--- src/rtl/hs_tx_sequencer.sv ---
// D-PHY HS transmit lane sequencer: LP-11 > LP-01 > LP-00 > HS-zero > sync > data > trail > exit.
// Optional HS_BYTE_COUNT_EN adds Burst_Byte_Count (payload bytes in the current/last burst).
module hs_tx_sequencer #(
  parameter int         T_LPX        = 2,
  parameter int         T_HS_PREPARE = 2,
  parameter int         T_HS_ZERO    = 6,
  parameter int         T_HS_TRAIL   = 4,
  parameter int         T_HS_EXIT    = 3,
  parameter logic [7:0] SYNC_BYTE    = 8'hB8,
  parameter int         CNT_W        = 8
) (
  input  logic       TxByteClkHS,
  input  logic       TxRst,
  input  logic       TxRequestHS,
  input  logic [7:0] TxDataHS,
  output logic       TxReadyHS,
  output logic [7:0] TxByteHS_Data,
  output logic       Serializer_Enable,
  output logic       LP_Dp,
  output logic       LP_Dn,
`ifdef HS_BYTE_COUNT_EN
  output logic [15:0] Burst_Byte_Count,
`endif
  output logic       Burst_Active
);

  typedef enum logic [2:0] {
    IDLE, LPX, PREPARE, HS_ZERO,
    SYNC, DATA, TRAIL, EXIT
  } state_t;

  state_t             state_q;
  state_t             state_d;
  logic [CNT_W-1:0]   cnt_q;
  logic [CNT_W-1:0]   cnt_load;
  logic [7:0]         byte_q;
  logic               accept;
  logic               done;

  assign done   = (cnt_q == '0);
  assign accept = TxRequestHS &&
                  (state_q == SYNC || state_q == DATA);

  always_ff @(posedge TxByteClkHS or posedge TxRst) begin
    if (TxRst) state_q <= IDLE;
    else       state_q <= state_d;
  end

  always_comb begin
    state_d = state_q;
    unique case (state_q)
      IDLE:    if (TxRequestHS) state_d = LPX;
      LPX:     if (done) state_d = PREPARE;
      PREPARE: if (done) state_d = HS_ZERO;
      HS_ZERO: if (done) state_d = SYNC;
      SYNC:    state_d = TxRequestHS ? DATA : TRAIL;
      DATA:    state_d = TxRequestHS ? DATA : TRAIL;
      TRAIL:   if (done) state_d = EXIT;
      EXIT:    if (done) state_d = IDLE;
    endcase
  end

  always_comb begin
    cnt_load = '0;
    unique case (state_d)
      LPX:     cnt_load = CNT_W'(T_LPX - 1);
      PREPARE: cnt_load = CNT_W'(T_HS_PREPARE - 1);
      HS_ZERO: cnt_load = CNT_W'(T_HS_ZERO - 1);
      TRAIL:   cnt_load = CNT_W'(T_HS_TRAIL - 1);
      EXIT:    cnt_load = CNT_W'(T_HS_EXIT - 1);
      default: cnt_load = '0;
    endcase
  end

  always_ff @(posedge TxByteClkHS or posedge TxRst) begin
    if (TxRst)                  cnt_q <= '0;
    else if (state_d != state_q) cnt_q <= cnt_load;
    else if (!done)             cnt_q <= cnt_q - 1'b1;
  end

  // byte_q holds the byte on the wire in SYNC/DATA; it is
  // left untouched on exit so TRAIL can invert its MSB
  always_ff @(posedge TxByteClkHS or posedge TxRst) begin
    if (TxRst)
      byte_q <= 8'h00;
    else if (state_q == HS_ZERO && state_d == SYNC)
      byte_q <= SYNC_BYTE;
    else if (accept)
      byte_q <= TxDataHS;
  end

`ifdef HS_BYTE_COUNT_EN
  always_ff @(posedge TxByteClkHS or posedge TxRst) begin
    if (TxRst)
      Burst_Byte_Count <= 16'h0000;
    else if (state_d == LPX && state_q != LPX)
      Burst_Byte_Count <= 16'h0000;
    else if (accept && Burst_Byte_Count != 16'hFFFF)
      Burst_Byte_Count <= Burst_Byte_Count + 16'h0001;
  end
`endif

  always_comb begin
    LP_Dp             = 1'b0;
    LP_Dn             = 1'b0;
    Serializer_Enable = 1'b0;
    TxByteHS_Data     = 8'h00;
    TxReadyHS         = 1'b0;
    Burst_Active      = (state_q != IDLE);
    unique case (state_q)
      IDLE: begin
        LP_Dp = 1'b1;
        LP_Dn = 1'b1;
      end
      LPX:     LP_Dn = 1'b1;
      PREPARE: ;
      HS_ZERO: Serializer_Enable = 1'b1;
      SYNC, DATA: begin
        Serializer_Enable = 1'b1;
        TxByteHS_Data     = byte_q;
        TxReadyHS         = 1'b1;
      end
      TRAIL: begin
        Serializer_Enable = 1'b1;
        TxByteHS_Data     = {8{~byte_q[7]}};
      end
      EXIT: begin
        LP_Dp = 1'b1;
        LP_Dn = 1'b1;
      end
    endcase
  end

endmodule

--- config.mk ---
export PLATFORM = sky130hd
export DESIGN_NAME = hs_tx_sequencer
export DESIGN_NICKNAME = d
export VERILOG_FILES = /design/src/rtl/hs_tx_sequencer.sv
export SDC_FILE = /design/constraint.sdc
export NUM_CORES = 1
export LEC_CHECK = 0
export BUFFER_PORTS_ARGS = -buffer_cell sky130_fd_sc_hd__buf_2
export CELL_PAD_IN_SITES_DETAIL_PLACEMENT = 1
export CELL_PAD_IN_SITES_GLOBAL_PLACEMENT = 2
export CORE_MARGIN = 2
export CORE_UTILIZATION = 35
export CTS_BUF_LIST = sky130_fd_sc_hd__clkbuf_2
export DETAILED_ROUTE_END_ITERATION = 6
export PLACE_DENSITY = 0.87
export RECOVER_POWER = 50
export SETUP_SLACK_MARGIN = 0.15
export SYNTH_ARGS = -nofsm -noshare
export SYNTH_HDL_FRONTEND = slang
export SYNTH_SLANG_ARGS = --single-unit
--- constraint.sdc ---
create_clock -name TxByteClkHS -period 2.8 [get_ports TxByteClkHS]
set_input_delay 0.56 -clock TxByteClkHS [delete_from_list [all_inputs] [get_ports TxByteClkHS]]
set_output_delay 0.56 -clock TxByteClkHS [all_outputs]
set_load 0.05 [all_outputs]
After elaboration in Yosys (flattened, before gate mapping)
Index checks and enable logic that the tools add are counted.

cells by class
  equality and inequality tests = 15
  $add $sub $neg = 1
  multiplexer cells = 18
  bitwise gates (word level) = 1
  reductions and logical operators = 12

operators with widths
  cell                                                                      number
  8-bit two-way mux                                                         4
  3-bit equality test (second input constant)                               7
  3-bit one-hot mux with 7 select lines                                     1
  3-bit two-way mux                                                         6
  8-bit one-hot mux with 2 select lines                                     1
  3-bit by 2-bit equality test with 1-bit output (second input constant)    4
  3-bit one-hot mux with 4 select lines                                     1
  8-bit zero test                                                           1
  8-bit by 1-bit subtractor with 8-bit output (second input constant)       1
  3-bit by 1-bit equality test with 1-bit output (second input constant)    2
  2-bit OR reduction                                                        3
  1-bit two-way mux                                                         4
  4-bit OR reduction                                                        1
  3-bit zero test                                                           1
  3-bit inequality test                                                     1
  3-bit nonzero test                                                        1
  3-bit OR reduction                                                        1
  1-bit logical AND                                                         2
  2-bit two-way mux                                                         1
  2-bit by 1-bit inequality test with 1-bit output (second input constant)  1
  2-bit nonzero test                                                        1
  1-bit logical OR                                                          1
  1-bit inverter                                                            1

storage, ports and cells
  register bits after elaboration = 19
  word-level logic and storage cells = 50

Depth between registers and ports, before layout
Gate-level depths: netlist of run 1.

  depth after elaboration = 7
  gate-level depth with buffers = 6

Worst setup path after synthesis of run 1
OpenSTA, ideal clock, no wires.

  path type = reg-to-output
  start = reg state_q[1]
  end = out LP_Dn
  arrival time = 1.841 ns
  path slack = 0.399 ns
  required time = 2.240 ns
  buffers on the path = 2
  stages on the path, launching flop included = 4
  cell sequence = dfrtp_1 > clkbuf_1 > buf_1 > o21ai_0

between the ends
  cells in the longest elaborated chain, start to end = 3
  elaborated cells between the ends (all ways) = 5
  classes of those cells = 2 x eq/ne; 1 x mux; 2 x reduce/logical

ends and longest elaborated chain
  item                                               line  source
  from (decl)                                        32    state_t state_q;
  from (signal assigned)                             46    else state_q <= state_d;
  3-bit equality test, or another cell as far along  110   unique case (state_q)
  3-bit OR reduction (no source line) (*)            --
  1-bit two-way mux (*)                              110
  to (decl)                                          20    output logic LP_Dn,

Mark *: on every way between the ends. The rest lies on a longest branch, timed or not.

Final worst setup path of run 1
  start = reg state_q[2]
  end = out TxByteHS_Data[7]

between the ends
  cells in the longest elaborated chain, start to end = 3
  elaborated cells between the ends (all ways) = 5
  classes of those cells = 3 x eq/ne; 1 x mux; 1 x reduce/logical

ends and longest elaborated chain
  item                                       line  source
  3-bit equality test                        110
  2-bit OR reduction (no source line)        --
  8-bit one-hot mux with 2 select lines (*)  110
  to (decl)                                  17    output logic [7:0] TxByteHS_Data,

Marks and branches as above.

==> Flow_metrics.wiki, run 1 <==
{| class="wikitable"
! Metric !! Value
|-
| Root cell of the clock tree || sky130_fd_sc_hd__clkbuf_2
|-
| Number of buffers created by CTS || 3
|-
| Initial Utilization || 0.357
|-
| Unrepaired setup endpoints after global routing || false
|-
| Site Rows || 21
|-
| Max-cap violations || 0
|-
| Maximum achievable frequency || ~0.42 GHz
|-
| R2R cell count || 7
|-
| Insertion delay to the later sink of the worst-skew pair || 0.33 ns
|-
| Synth-to-Final Area Change || 16.3%
|-
| Post-Synthesis Net Count || between 150 and 200
|-
| Num ports || 24
|-
| Setup tns final || 0 ns
|-
| Critical Setup Path Class || flop to output pin
|-
| DIE WIDTH || 61.8 um
|-
| Number of fill cells in the layout || between 400 and 500
|-
| Register area share after synthesis || 0.406
|-
| Critical Path Start Type || flop
|-
| Count of buffers inserted at the top-level ports || 23
|-
| First-pass GRT wire length || 5020 um
|-
| Yosys warning count || 0
|-
| Number of instances in the synthesized netlist || 145
|-
| Final hold violation count || 0
|-
| Ys flop type || sky130_fd_sc_hd__dfrtp_1
|-
| Vias in the first global route || 1070
|-
| Register area || between 400 and 500 um^2
|-
| Distinct cell type count after synthesis || 33
|-
| CP arrival || between 1.5 and 2 ns
|-
| Summed instance area of the synthesized netlist || around 1200 um^2
|-
| Chip Height || 61.8 um
|-
| Max-slew violation count || 0
|-
| Number of nets at the end of the flow || approximately 180
|-
| Grt total ovfl || 0
|-
| Cells resized by post-CTS repair || 0
|-
| Final worst path period share || 0.848
|-
| Power per Cell Area || 1340 nW/um^2
|-
| Count of hold-fix buffers inserted at cts || 0
|-
| Largest buffer count on any clock path || 2
|-
| Clock-pin slew reported for the worst setup and hold paths after clock tree synthesis || 0.19 ns
|-
| Ordered list of cells on the worst path || clkinv_1 > nor2_1 > buf_2
|-
| Run status || finished, final reports clean
|-
| Wire length per cell after detailed routing || between 10 and 15 um
|-
| Reg2reg setup slack || 0.52 ns
|-
| Number of post-CTS setup repair buffers || 0
|-
| Fraction of final layout cells sized beyond drive strength 1 || 0.231
|-
| Number of detailed-route iterations in the first pass || 4
|-
| Remaining DRCs || 0
|-
| CTS Sinks || 19
|-
| Core Footprint || 3280 um^2
|-
| Die footprint || 3820 um^2
|-
| Final setup viols || 0
|-
| Placer congestion estimate || 0.740
|-
| Fraction of the core area covered by cells at the end of the flow || 0.415
|-
| Area taken by multi-input logic gates || 653 um^2
|-
| Final clock skew || approximately 0.0082 ns
|-
| Worst-path fanout max || 14
|-
| Final worst path period need || 2.37 ns
|-
| Headroom to the max-slew limit || 0.514
|-
| Average instance area after synthesis || between 8 and 9 um^2
|-
| Maximum number of pins on one net before global-route repair || 21
|-
| Crit path required time || 2.24 ns
|-
| All-layer global routing usage || 0.180
|-
| Slowest cell on the critical path || sky130_fd_sc_hd__dfrtp_1
|-
| Antenna Cells || 0
|-
| Depth of the CTS H-tree || 1
|-
| CTS tree || done
|-
| Post-synth EDFFs || 0
|-
| Maximum single-stage delay on the critical path || 0.66 ns
|-
| Post-synthesis register bit count || 19
|-
| Total detailed-routing wirelength || 3140 um
|-
| FF-to-FF Start || cnt_q[0]
|-
| Endpoint class of the critical path || output pin
|-
| Fraction of registers with async set/reset || 1.00
|-
| Number of DRC violations after detailed-routing iteration 0 || 33
|-
| Destination of the worst register-to-register timing path || cnt_q[7]
|-
| Antenna-violating nets left || 0
|-
| Worst vdd rail ir drop || 440 uV
|-
| Placed wire-length estimate after detailed placement || 2310 um
|-
| Leakage component of the power || 0.000614 uW
|-
| Type of the tightest min-delay check || input port to asynchronous set/reset pin
|-
| Worst-Margin Slew || 0.728 ns
|-
| Antenna violations before repair || 0
|-
| Routed via count divided by cell count || approximately 5.5
|-
| Total via count in the routed design || 1176
|}
-- layout by cell type, fill, tap and decap left out, drive strengths merged --
cell,Yosys,final
or3,4,4
a22o,1,1
nand3,16,16
a221o,1,1
nand2b,2,2
inv,5,5
clkinv,1,1
xor2,1,1
o221a,1,1
nor4,2,2
ha,1,1
nand4,1,1
o22ai,3,3
o21ai,6,6
clkbuf,5,5
nor3,6,6
mux2i,1,1
a2111oi,2,2
nor2,20,20
a21oi,21,21
or2,1,1
dfrtp,19,19
buf,1,25
xnor2,3,3
or4b,2,2
nor4b,1,1
a32oi,1,1
or4,1,1
nand2,16,16
-- cells by family (layout without fill, tap and decap cells) --
group | after synthesis | count (layout) | share of synthesized area
buffers and inverters | 12 | 36 | 0.0385
adder cells (fa/ha/maj) | 1 | 1 | 0.0107
multiplexers | 1 | 1 | 0.00855
AND/OR/NAND/NOR | 72 | 72 | 0.324
flip-flops | 19 | 19 | 0.406
AO/OA/AOI/OAI | 36 | 36 | 0.183
XOR/XNOR | 4 | 4 | 0.0299
-- how the worst max path moves through the flow --
stage	slack (ns)	endpoint	startpoint	depth (start not counted)
finish	0.43	TxByteHS_Data[7]	state_q[2]	3
global route	0.25	cnt_q[3]	cnt_q[0]	7
CTS	0.30	TxByteHS_Data[7]	state_q[0]	5
detailed placement	0.70	TxByteHS_Data[2]	state_q[0]	5
global placement	0.72	TxByteHS_Data[7]	state_q[0]	5
floorplan	0.40	LP_Dn	state_q[1]	3
-- where the power goes --
group          switching [uW]  internal (uW)
combinational             757            371
sequential                166            399
clock                    92.3           37.8
total                    1020            808
-- routing by layer --
layer	vias to the layer above	GRT usage	part of all wire
met2	25	0.278	0.48
met3	5	0.0248	0.032
met1	574	0.253	0.47
li1	572	-	-
met5	-	0	0
met4	0	0.0760	0.016
-- synth_stat cells, types with 2 or more instances --
cell	number	area, um^2
sky130_fd_sc_hd__or4b_4	2	27.5
sky130_fd_sc_hd__or3_1	4	25.0
sky130_fd_sc_hd__o21ai_0	6	30.0
sky130_fd_sc_hd__nand3_1	16	80.1
sky130_fd_sc_hd__nand2b_1	2	12.5
sky130_fd_sc_hd__a21oi_1	20	100
sky130_fd_sc_hd__xnor2_1	3	26.3
sky130_fd_sc_hd__nor4_1	2	12.5
sky130_fd_sc_hd__inv_1	4	15.0
sky130_fd_sc_hd__nand2_1	15	56.3
sky130_fd_sc_hd__nor2_1	20	75.1
sky130_fd_sc_hd__o22ai_1	3	18.8
sky130_fd_sc_hd__dfrtp_1	19	475
sky130_fd_sc_hd__clkbuf_1	5	18.8
sky130_fd_sc_hd__a2111oi_0	2	17.5
sky130_fd_sc_hd__nor3_1	5	25.0
-- per-stage QoR --
| step | setup slack [ns] | cells | power, uW | hold WS [ns] | area [um^2] |
|---|---|---|---|---|---|
| global route | 0.249 | 215 | 1980 | 0.362 | 1360 |
| CTS | 0.300 | 215 | 1840 | 0.356 | 1360 |
| floorplan | 0.399 | 145 | 1420 | 0.464 | 1170 |
| finish | 0.426 | 215 | 1820 | 0.308 | 1360 |
| global placement | 0.722 | 211 | 1670 | 0.482 | 1340 |
| detailed placement | 0.697 | 211 | 1710 | 0.490 | 1340 |
-- area by class of cell --
class | count | share of cell area
clock buffer | 4 | 0.0147
inverter | 6 | 0.0165
multi-input combinational | 114 | 0.479
timing repair buffer | 26 | 0.0983
tap | 46 | 0.0422
sequential | 19 | 0.349
-- critical path, delay by kind of cell, from the launching register on --
kind                   cells  cell delay [ns]
and+or+nand+nor            1             0.18
DFF                        1             0.66
buffers and inverters      2             0.65
-- state kept, by name (all words and copies together), names as in the netlist --
| signal | flops |
|---|---|
| byte_q | 8 |
| cnt_q | 8 |
| state_q | 3 |
No activity file was read; power rests on OpenSTA's default activity.
==> inputs of run 2 (changes only) <==
- CORE_UTILIZATION: 35 -> 32
- PLACE_DENSITY: 0.87 -> 0.8
- clock period: 2.8 -> 2.4 ns (I/O delays scaled with it)
==> run 2 against run 1 <==
Effect of this change: critical path type is now flop to flop; sequential power is 11% higher; sequential cell count stayed put; worst hold slack worse by 0.056 ns; largest cell class unchanged; core utilization is 0.31 points lower.
==> Flow_metrics.wiki, run 2 (synthesis results as in run 1) <==
{| class="wikitable"
! Metric !! Value
|-
| Run status || finished, final reports clean
|-
| Largest registers || byte_q: 8 flops, cnt_q: 8 flops, state_q: 3 flops
|-
| Core Footprint || 3420 um^2 (+4.0%)
|-
| Final clock skew || 0.00356 ns (-0.00463 ns)
|-
| Headroom to the max-slew limit || 0.495 (-0.0193)
|-
| Number of buffers created by CTS || 3 (unchanged)
|-
| Overall power consumption || 2210 uW (+21%)
|-
| Top library cells by usage in the layout, fill and taps aside || sky130_fd_sc_hd__a21oi_1 (20), sky130_fd_sc_hd__buf_2 (20), sky130_fd_sc_hd__nor2_1 (19), sky130_fd_sc_hd__dfrtp_1 (18), sky130_fd_sc_hd__nand3_1 (16)
|-
| Total detailed-routing wirelength || 3430 um (+9.1%)
|-
| Depth of the CTS H-tree || 1 (unchanged)
|-
| Critical Setup Path Class || flop to flop
|-
| Crit path required time || 2.63 ns (+0.39 ns)
|-
| Final worst path period need || 2.18 ns
|-
| Buffers plus inverters on the worst setup path || 3 (+1)
|-
| Unrepaired setup endpoints after global routing || true
|-
| Number of fill cells in the layout || 451 (+11%)
|-
| Grt total ovfl || 0 (unchanged)
|-
| Routed via count divided by cell count || 5.39 (-1.4%)
|-
| Cell occurring most often along the worst timing path || sky130_fd_sc_hd__clkbuf_1
|-
| Total via count in the routed design || 1181 (+0.43%)
|-
| Insertion delay to the later sink of the worst-skew pair || 0.32 ns (about the same)
|-
| Synth-to-Final Area Change || 20.1%
|-
| Final Non-Filler Cells || 219 (+1.9%)
|-
| Number of detailed-route iterations in the first pass || 4 (unchanged)
|-
| Site Rows || 21 (unchanged)
|-
| Remaining DRCs || 0 (unchanged)
|-
| Initial Utilization || 0.343 (-0.0137)
|-
| DIE WIDTH || 64.5 um (+4.3%)
|-
| Worst-path fanout max || 10 (-4)
|-
| CP arrival || 2.40 ns (+0.59 ns)
|-
| Maximum achievable frequency || 0.459 GHz
|-
| Placer congestion estimate || 0.736 (-0.54%)
|-
| Type of the tightest min-delay check || input port to asynchronous set/reset pin
|-
| First-pass GRT wire length || 5440 um (+8.5%)
|-
| CTS tree || done
|-
| Num ports || 24 (unchanged)
|-
| Count of buffers inserted at the top-level ports || 23 (unchanged)
|-
| Worst vdd rail ir drop || 635 uV (+44%)
|-
| Max-slew violation count || 0 (unchanged)
|-
| Placed wire-length estimate after detailed placement || 2460 um (+6.5%)
|-
| Max-cap violations || 0 (unchanged)
|-
| Power per Cell Area || 1570 nW/um^2 (+17%)
|-
| Placed Instances || 213 (+0.95%)
|-
| Endpoint class of the critical path || flop
|-
| Fraction of final layout cells sized beyond drive strength 1 || 0.254 (+0.0236)
|-
| Critical Path Start Type || flop
|-
| Leakage component of the power || 0.000621 uW (+1.1%)
|-
| Number of nets at the end of the flow || 186 (+2.2%)
|-
| Clock-pin slew reported for the worst setup and hold paths after clock tree synthesis || 0.19 ns (about the same)
|-
| Slowest cell on the critical path || sky130_fd_sc_hd__dfrtp_1
|-
| Final worst path period share || 0.908
|-
| Antenna-violating nets left || 0 (unchanged)
|-
| Root cell of the clock tree || sky130_fd_sc_hd__clkbuf_2
|-
| Worst-Margin Slew || 0.757 ns (+0.0289 ns)
|-
| Final setup viols || 0 (unchanged)
|-
| Vias in the first global route || 1134 (+6.0%)
|-
| Antenna Cells || 0 (unchanged)
|-
| Maximum single-stage delay on the critical path || 0.47 ns (-0.19 ns)
|-
| Final hold violation count || 0 (unchanged)
|-
| Count of hold-fix buffers inserted at cts || 0 (unchanged)
|-
| Largest buffer count on any clock path || 2 (unchanged)
|-
| Number of DRC violations after detailed-routing iteration 0 || 28 (-15%)
|-
| Die footprint || 4160 um^2 (+8.8%)
|-
| Chip Height || 64.5 um (+4.3%)
|-
| Ordered list of cells on the worst path || inv_1 > ha_1 > nor4b_4 > clkbuf_1 > nand2_4 > o22ai_1 > clkbuf_1 > nor2_1
|-
| CTS Sinks || 19 (unchanged)
|-
| Largest delay share family, worst path || buffers and inverters
|-
| Antenna violations before repair || 0 (unchanged)
|-
| Setup tns final || 0 ns (unchanged)
|-
| All-layer global routing usage || 0.167 (-0.0130)
|-
| Wire length per cell after detailed routing || 15.7 um (+7.1%)
|-
| Maximum number of pins on one net before global-route repair || 21 (unchanged)
|}
-- run 2: changes by cell type in the layout (fill, tap and decap cells not counted), sizes merged --
cell,previous run,this run
buf,25,24
clkbuf,5,10
clkinvlp,0,1
inv,5,4
-- run 2: cell type report --
cell class | count | area (um^2) | share of cell area
clock buffers | 4 | 20.0 | 0.0142
multi-input cells | 114 | 658 | 0.468
well taps | 46 | 57.6 | 0.0409
repair buffers | 30 | 168 | 0.119
flip-flops and latches | 19 | 477 | 0.339
inverters | 6 | 26.3 | 0.0187
-- run 2: metrics by stage --
stage          cell area [um^2]  setup WS [ns]  hold WS [ns]  utilization
2_1_floorplan              1170          0.248         0.431            -
3_3_place_gp               1360          0.426         0.475        0.398
3_5_place_dp               1360          0.344         0.486        0.398
4_1_cts                    1380          0.180         0.275        0.404
5_1_grt                    1410         0.0783         0.305        0.412
6_report                   1410          0.221         0.252        0.412
-- run 2: worst reg2reg max path, stage by stage (launching register included) --
cell,delay [ns]
sky130_fd_sc_hd__dfrtp_1,0.47
sky130_fd_sc_hd__inv_1,0.08
sky130_fd_sc_hd__ha_1,0.22
sky130_fd_sc_hd__nor4b_4,0.21
sky130_fd_sc_hd__clkbuf_1,0.37
sky130_fd_sc_hd__nand2_4,0.16
sky130_fd_sc_hd__o22ai_1,0.19
sky130_fd_sc_hd__clkbuf_1,0.31
sky130_fd_sc_hd__nor2_1,0.09
-- run 2: final timing paths --
check | from | end | slack (ns) | depth (start not counted)
worst max-delay path | cnt_q[0] | cnt_q[7] | 0.22 | 8
worst min-delay path | TxRst | byte_q[4] | 0.25 | 2
worst max register to register | cnt_q[0] | cnt_q[7] | 0.22 | 8
worst min register to register | byte_q[3] | byte_q[3] | 0.52 | 2
max in group asynchronous | TxRst | state_q[1] | 1.64 | 2
min in group TxByteClkHS | TxDataHS[4] | byte_q[4] | 0.40 | 3
-- run 2: layer usage --
metal  GRT usage  share of wire
met2       0.286           0.49
met1       0.220           0.47
met4      0.0559          0.012
met5           0              0
met3      0.0191          0.027
-- run 2: power breakdown --
group          switching, uW  internal (uW)  leakage, uW
Clock                    107           44.1    0.0000166
Combinational            957            474     0.000372
Sequential               160            467     0.000232
Total                   1220            986     0.000621
-- run 2: what timing repair did --
action                                  4_1_cts  5_1_grt
buffers inserted                              0        2
endpoints found under the setup margin        8       11
resized for setup                             1        6
==> inputs of run 3 (changes only) <==
- ABC_AREA: not set -> 1
- CORE_UTILIZATION: 32 -> 31
==> run 3 against run 2 <==
Effect of this change: core utilization decreased by 3.5 points; cell count increased by 5.5%; count of clock-buffer cells in the layout decreased by 1; synthesized area decreased by 1.3%; worst setup slack improved by 0.057 ns; final area decreased by 2.7%; synthesized cell count increased by 6.9%; fmax increased by 2.7%.
==> Flow_metrics.wiki, run 3 <==
{| class="wikitable"
! Metric !! Value
|-
| Run status || finished, final reports clean
|-
| Endpoint class of the critical path || output pin
|-
| Final clock skew || 0.00105 ns (-0.00251 ns)
|-
| Crit path required time || 1.92 ns (-0.71 ns)
|-
| Chip Height || 65.1 um (+0.89%)
|-
| Max-cap violations || 0 (unchanged)
|-
| Critical Setup Path Class || flop to output pin
|-
| Register area share after synthesis || 0.411 (+0.00527)
|-
| Site Rows || 22 (+4.8%)
|-
| Total via count in the routed design || 1091 (-7.6%)
|-
| Maximum single-stage delay on the critical path || 0.49 ns (+0.02 ns)
|-
| Met2 WL post-DR || 1600 um (-4.0%)
|-
| Final worst path period need || 2.12 ns (-0.0570 ns)
|-
| Root cell of the clock tree || sky130_fd_sc_hd__clkbuf_2
|-
| Core Footprint || 3630 um^2 (+6.4%)
|-
| Max-slew violation count || 0 (unchanged)
|-
| Yosys warning count || 0 (unchanged)
|-
| Fin Hold WS || 0.265 ns (+0.0129 ns)
|-
| Routed via count divided by cell count || 4.72 (-12%)
|-
| Distinct cell type count after synthesis || 24 (-27%)
|-
| Largest cells by area after synthesis || sky130_fd_sc_hd__dfrtp_1 (41%), sky130_fd_sc_hd__nand2_1 (11%), sky130_fd_sc_hd__inv_1 (8.8%)
|-
| Maximum number of pins on one net before global-route repair || 20 (-4.8%)
|-
| Synth-to-Final Area Change || 18.4%
|-
| Cell occurring most often along the worst timing path || sky130_fd_sc_hd__inv_2
|-
| Post-synth EDFFs || 0 (unchanged)
|-
| Summed instance area of the synthesized netlist || 1160 um^2 (-1.3%)
|-
| Fraction of final layout cells sized beyond drive strength 1 || 0.251 (-0.00297)
|-
| Most common cell after layout, fill and taps aside || sky130_fd_sc_hd__nand2_1
|-
| Largest buffer count on any clock path || 2 (unchanged)
|-
| Initial Utilization || 0.318 (-0.0247)
|-
| Die footprint || 4230 um^2 (+1.8%)
|-
| CTS Sinks || 19 (unchanged)
|-
| Insertion delay to the later sink of the worst-skew pair || 0.31 ns (about the same)
|-
| Number of fill cells in the layout || 494 (+9.5%)
|-
| Num ports || 24 (unchanged)
|-
| Antenna Cells || 0 (unchanged)
|-
| Number of DRC violations after detailed-routing iteration 0 || 31 (+11%)
|-
| Routed wl met3 || 57 um (-39%)
|-
| Maximum achievable frequency || 0.471 GHz (+2.7%)
|-
| Antenna violations before repair || 0 (unchanged)
|-
| Final setup viols || 0 (unchanged)
|-
| Number of instances in the synthesized netlist || 155 (+6.9%)
|-
| Ys flop type || sky130_fd_sc_hd__dfrtp_1
|-
| Depth of the CTS H-tree || 1 (unchanged)
|-
| Top routing layer in use || met4
|-
| Vias in the first global route || 1185 (+4.5%)
|-
| Number of detailed-route iterations in the first pass || 2 (-2)
|-
| All-layer global routing usage || 0.170 (+0.00280)
|-
| DRT met1 WL || 1460 um (-10%)
|-
| Type of the tightest min-delay check || input port to asynchronous set/reset pin
|-
| Placer congestion estimate || 0.819 (+11%)
|-
| DIE WIDTH || 65.1 um (+0.89%)
|-
| Area share of the leading cell type in the synthesized netlist || 0.411 (+0.00527)
|-
| Number of buffers created by CTS || 3 (unchanged)
|-
| Post-Synthesis Net Count || 167 (+6.4%)
|-
| Library cell with the highest instance count after synthesis || sky130_fd_sc_hd__nand2_1
|-
| Largest registers || byte_q: 8 flops, cnt_q: 8 flops, state_q: 3 flops
|-
| Antenna-violating nets left || 0 (unchanged)
|-
| Critical Path Start Type || flop
|-
| Count of hold-fix buffers inserted at cts || 0 (unchanged)
|-
| Count of buffers inserted at the top-level ports || 23 (unchanged)
|-
| Worst-Margin Slew || 0.773 ns (+0.0167 ns)
|-
| Slowest cell on the critical path || sky130_fd_sc_hd__dfrtp_2
|-
| Wire length per cell after detailed routing || 13.6 um (-13%)
|-
| Worst-path fanout max || 8 (-2)
|-
| Clock-pin slew reported for the worst setup and hold paths after clock tree synthesis || 0.19 ns (about the same)
|-
| Buffers plus inverters on the worst setup path || 3 (unchanged)
|-
| Ordered list of cells on the worst path || inv_2 > nor2_4 > inv_2 > o21ai_0 > clkbuf_4
|-
| Library cell occupying the most area in the post-synthesis netlist || sky130_fd_sc_hd__dfrtp_1
|-
| Grt total ovfl || 0 (unchanged)
|-
| Final hold violation count || 0 (unchanged)
|-
| Number of nets at the end of the flow || 196 (+5.4%)
|-
| Commonest cells in the netlist || sky130_fd_sc_hd__nand2_1 (33), sky130_fd_sc_hd__inv_1 (27), sky130_fd_sc_hd__dfrtp_1 (19)
|-
| Placed wire-length estimate after detailed placement || 2440 um (-0.71%)
|-
| Fraction of registers with async set/reset || 1.00 (unchanged)
|-
| Remaining DRCs || 0 (unchanged)
|-
| CTS tree || done
|-
| First-pass GRT wire length || 5580 um (+2.5%)
|-
| Total detailed-routing wirelength || 3140 um (-8.4%)
|-
| Largest delay share family, worst path || flip-flops
|-
| Average instance area after synthesis || 7.46 um^2 (-7.7%)
|-
| Headroom to the max-slew limit || 0.484 (-0.0111)
|-
| Top library cells by usage in the layout, fill and taps aside || sky130_fd_sc_hd__nand2_1 (33), sky130_fd_sc_hd__inv_1 (27), sky130_fd_sc_hd__buf_2 (20), sky130_fd_sc_hd__dfrtp_1 (16), sky130_fd_sc_hd__nor2_1 (14)
|-
| Unrepaired setup endpoints after global routing || false
|-
| Final worst path period share || 0.884 (-0.0237)
|-
| CP arrival || 1.64 ns (-0.76 ns)
|-
| Post-synthesis register bit count || 19 (unchanged)
|}
==> run 3: changes by cell type after synthesis, moves of 4 or more <==
cell	change
sky130_fd_sc_hd__a21oi_1	-15
sky130_fd_sc_hd__nand2_1	+18
sky130_fd_sc_hd__inv_1	+23
sky130_fd_sc_hd__or3_1	-4
sky130_fd_sc_hd__nor2_1	-6
sky130_fd_sc_hd__o21ai_0	+6
sky130_fd_sc_hd__nor3_1	-4
sky130_fd_sc_hd__clkbuf_1	-5
sky130_fd_sc_hd__a22oi_1	+4
==> run 3: kinds of logic (layout without fill, tap and decap cells) <==
kind of cell | after synthesis | in the layout | synth area share
buf+inv | 30 | 58 | 0.0974
fa+ha+maj | 1 | 1 | 0.0108
simple gates | 74 | 74 | 0.314
flops | 19 | 19 | 0.411
xor+xnor | 5 | 5 | 0.0379
compound gates | 26 | 26 | 0.129
==> run 3: worst reg2reg max path: stages, from the launching register on <==
cell and delay (ns):
sky130_fd_sc_hd__dfrtp_1 0.43, sky130_fd_sc_hd__inv_1 0.11, sky130_fd_sc_hd__ha_1 0.24, sky130_fd_sc_hd__nand2_1 0.07, sky130_fd_sc_hd__nor2_1 0.18, sky130_fd_sc_hd__nand2_1 0.14, sky130_fd_sc_hd__nand2_1 0.09, sky130_fd_sc_hd__nand4_1 0.18
sky130_fd_sc_hd__nand2_2 0.15, sky130_fd_sc_hd__nand2_4 0.08, sky130_fd_sc_hd__nand2_4 0.13, sky130_fd_sc_hd__nand2_1 0.07, sky130_fd_sc_hd__nand2_1 0.06, sky130_fd_sc_hd__inv_1 0.04
==> run 3: what timing repair did <==
item / 4_1_cts / 5_1_grt
hold endpoints to repair: 0 / 0
pin swaps: 0 / 1
endpoints found under the setup margin: 8 / 8
gates resized for setup: 2 / 5
setup buffers: 0 / 1
==> run 3: through the flow <==
step	TNS (ns)	utilization	cell area, um^2	setup WS [ns]	cells
6_report	0	0.377	1370	0.278	231
5_1_grt	0	0.377	1370	0.105	231
4_1_cts	0	0.373	1360	0.161	230
3_5_place_dp	0	0.366	1330	0.410	226
3_3_place_gp	0	0.366	1330	0.469	226
2_1_floorplan	-0.448	-	1160	-0.112	155
==> run 3: final timing paths <==
| kind | startpoint | end | slack [ns] | cells past startpoint |
|---|---|---|---|---|
| hold / removal | TxRst | byte_q[4] | 0.26 | 2 |
| setup reg to reg | cnt_q[0] | cnt_q[0] | 0.36 | 13 |
| hold reg to reg | byte_q[2] | byte_q[2] | 0.52 | 2 |
| min in group TxByteClkHS | TxDataHS[2] | byte_q[2] | 0.37 | 3 |
| setup / recovery | state_q[2] | TxByteHS_Data[3] | 0.28 | 5 |
| max in group asynchronous | TxRst | state_q[2] | 1.61 | 2 |
==> run 3: per-layer routing <==
metal  up-vias  GRT usage
li1        548          -
met1       530      0.218
met2        11      0.300
met3         2     0.0156
met4         0     0.0547
met5         -          0
==> run 3: layout make-up <==
| type | instances | area, um^2 | area share |
|---|---|---|---|
| multi-input cells | 106 | 567 | 0.414 |
| flip-flops and latches | 19 | 479 | 0.350 |
| repair buffers | 24 | 130 | 0.0951 |
| inverters | 30 | 113 | 0.0823 |
| well taps | 48 | 60.1 | 0.0439 |
| clock buffers | 3 | 15.0 | 0.0110 |
| clock inverters | 1 | 5.00 | 0.00366 |
Power of run 3 is left out: the tool's default activity adds up to more than one toggle a clock period on the data nets, which glitch-free logic cannot reach.
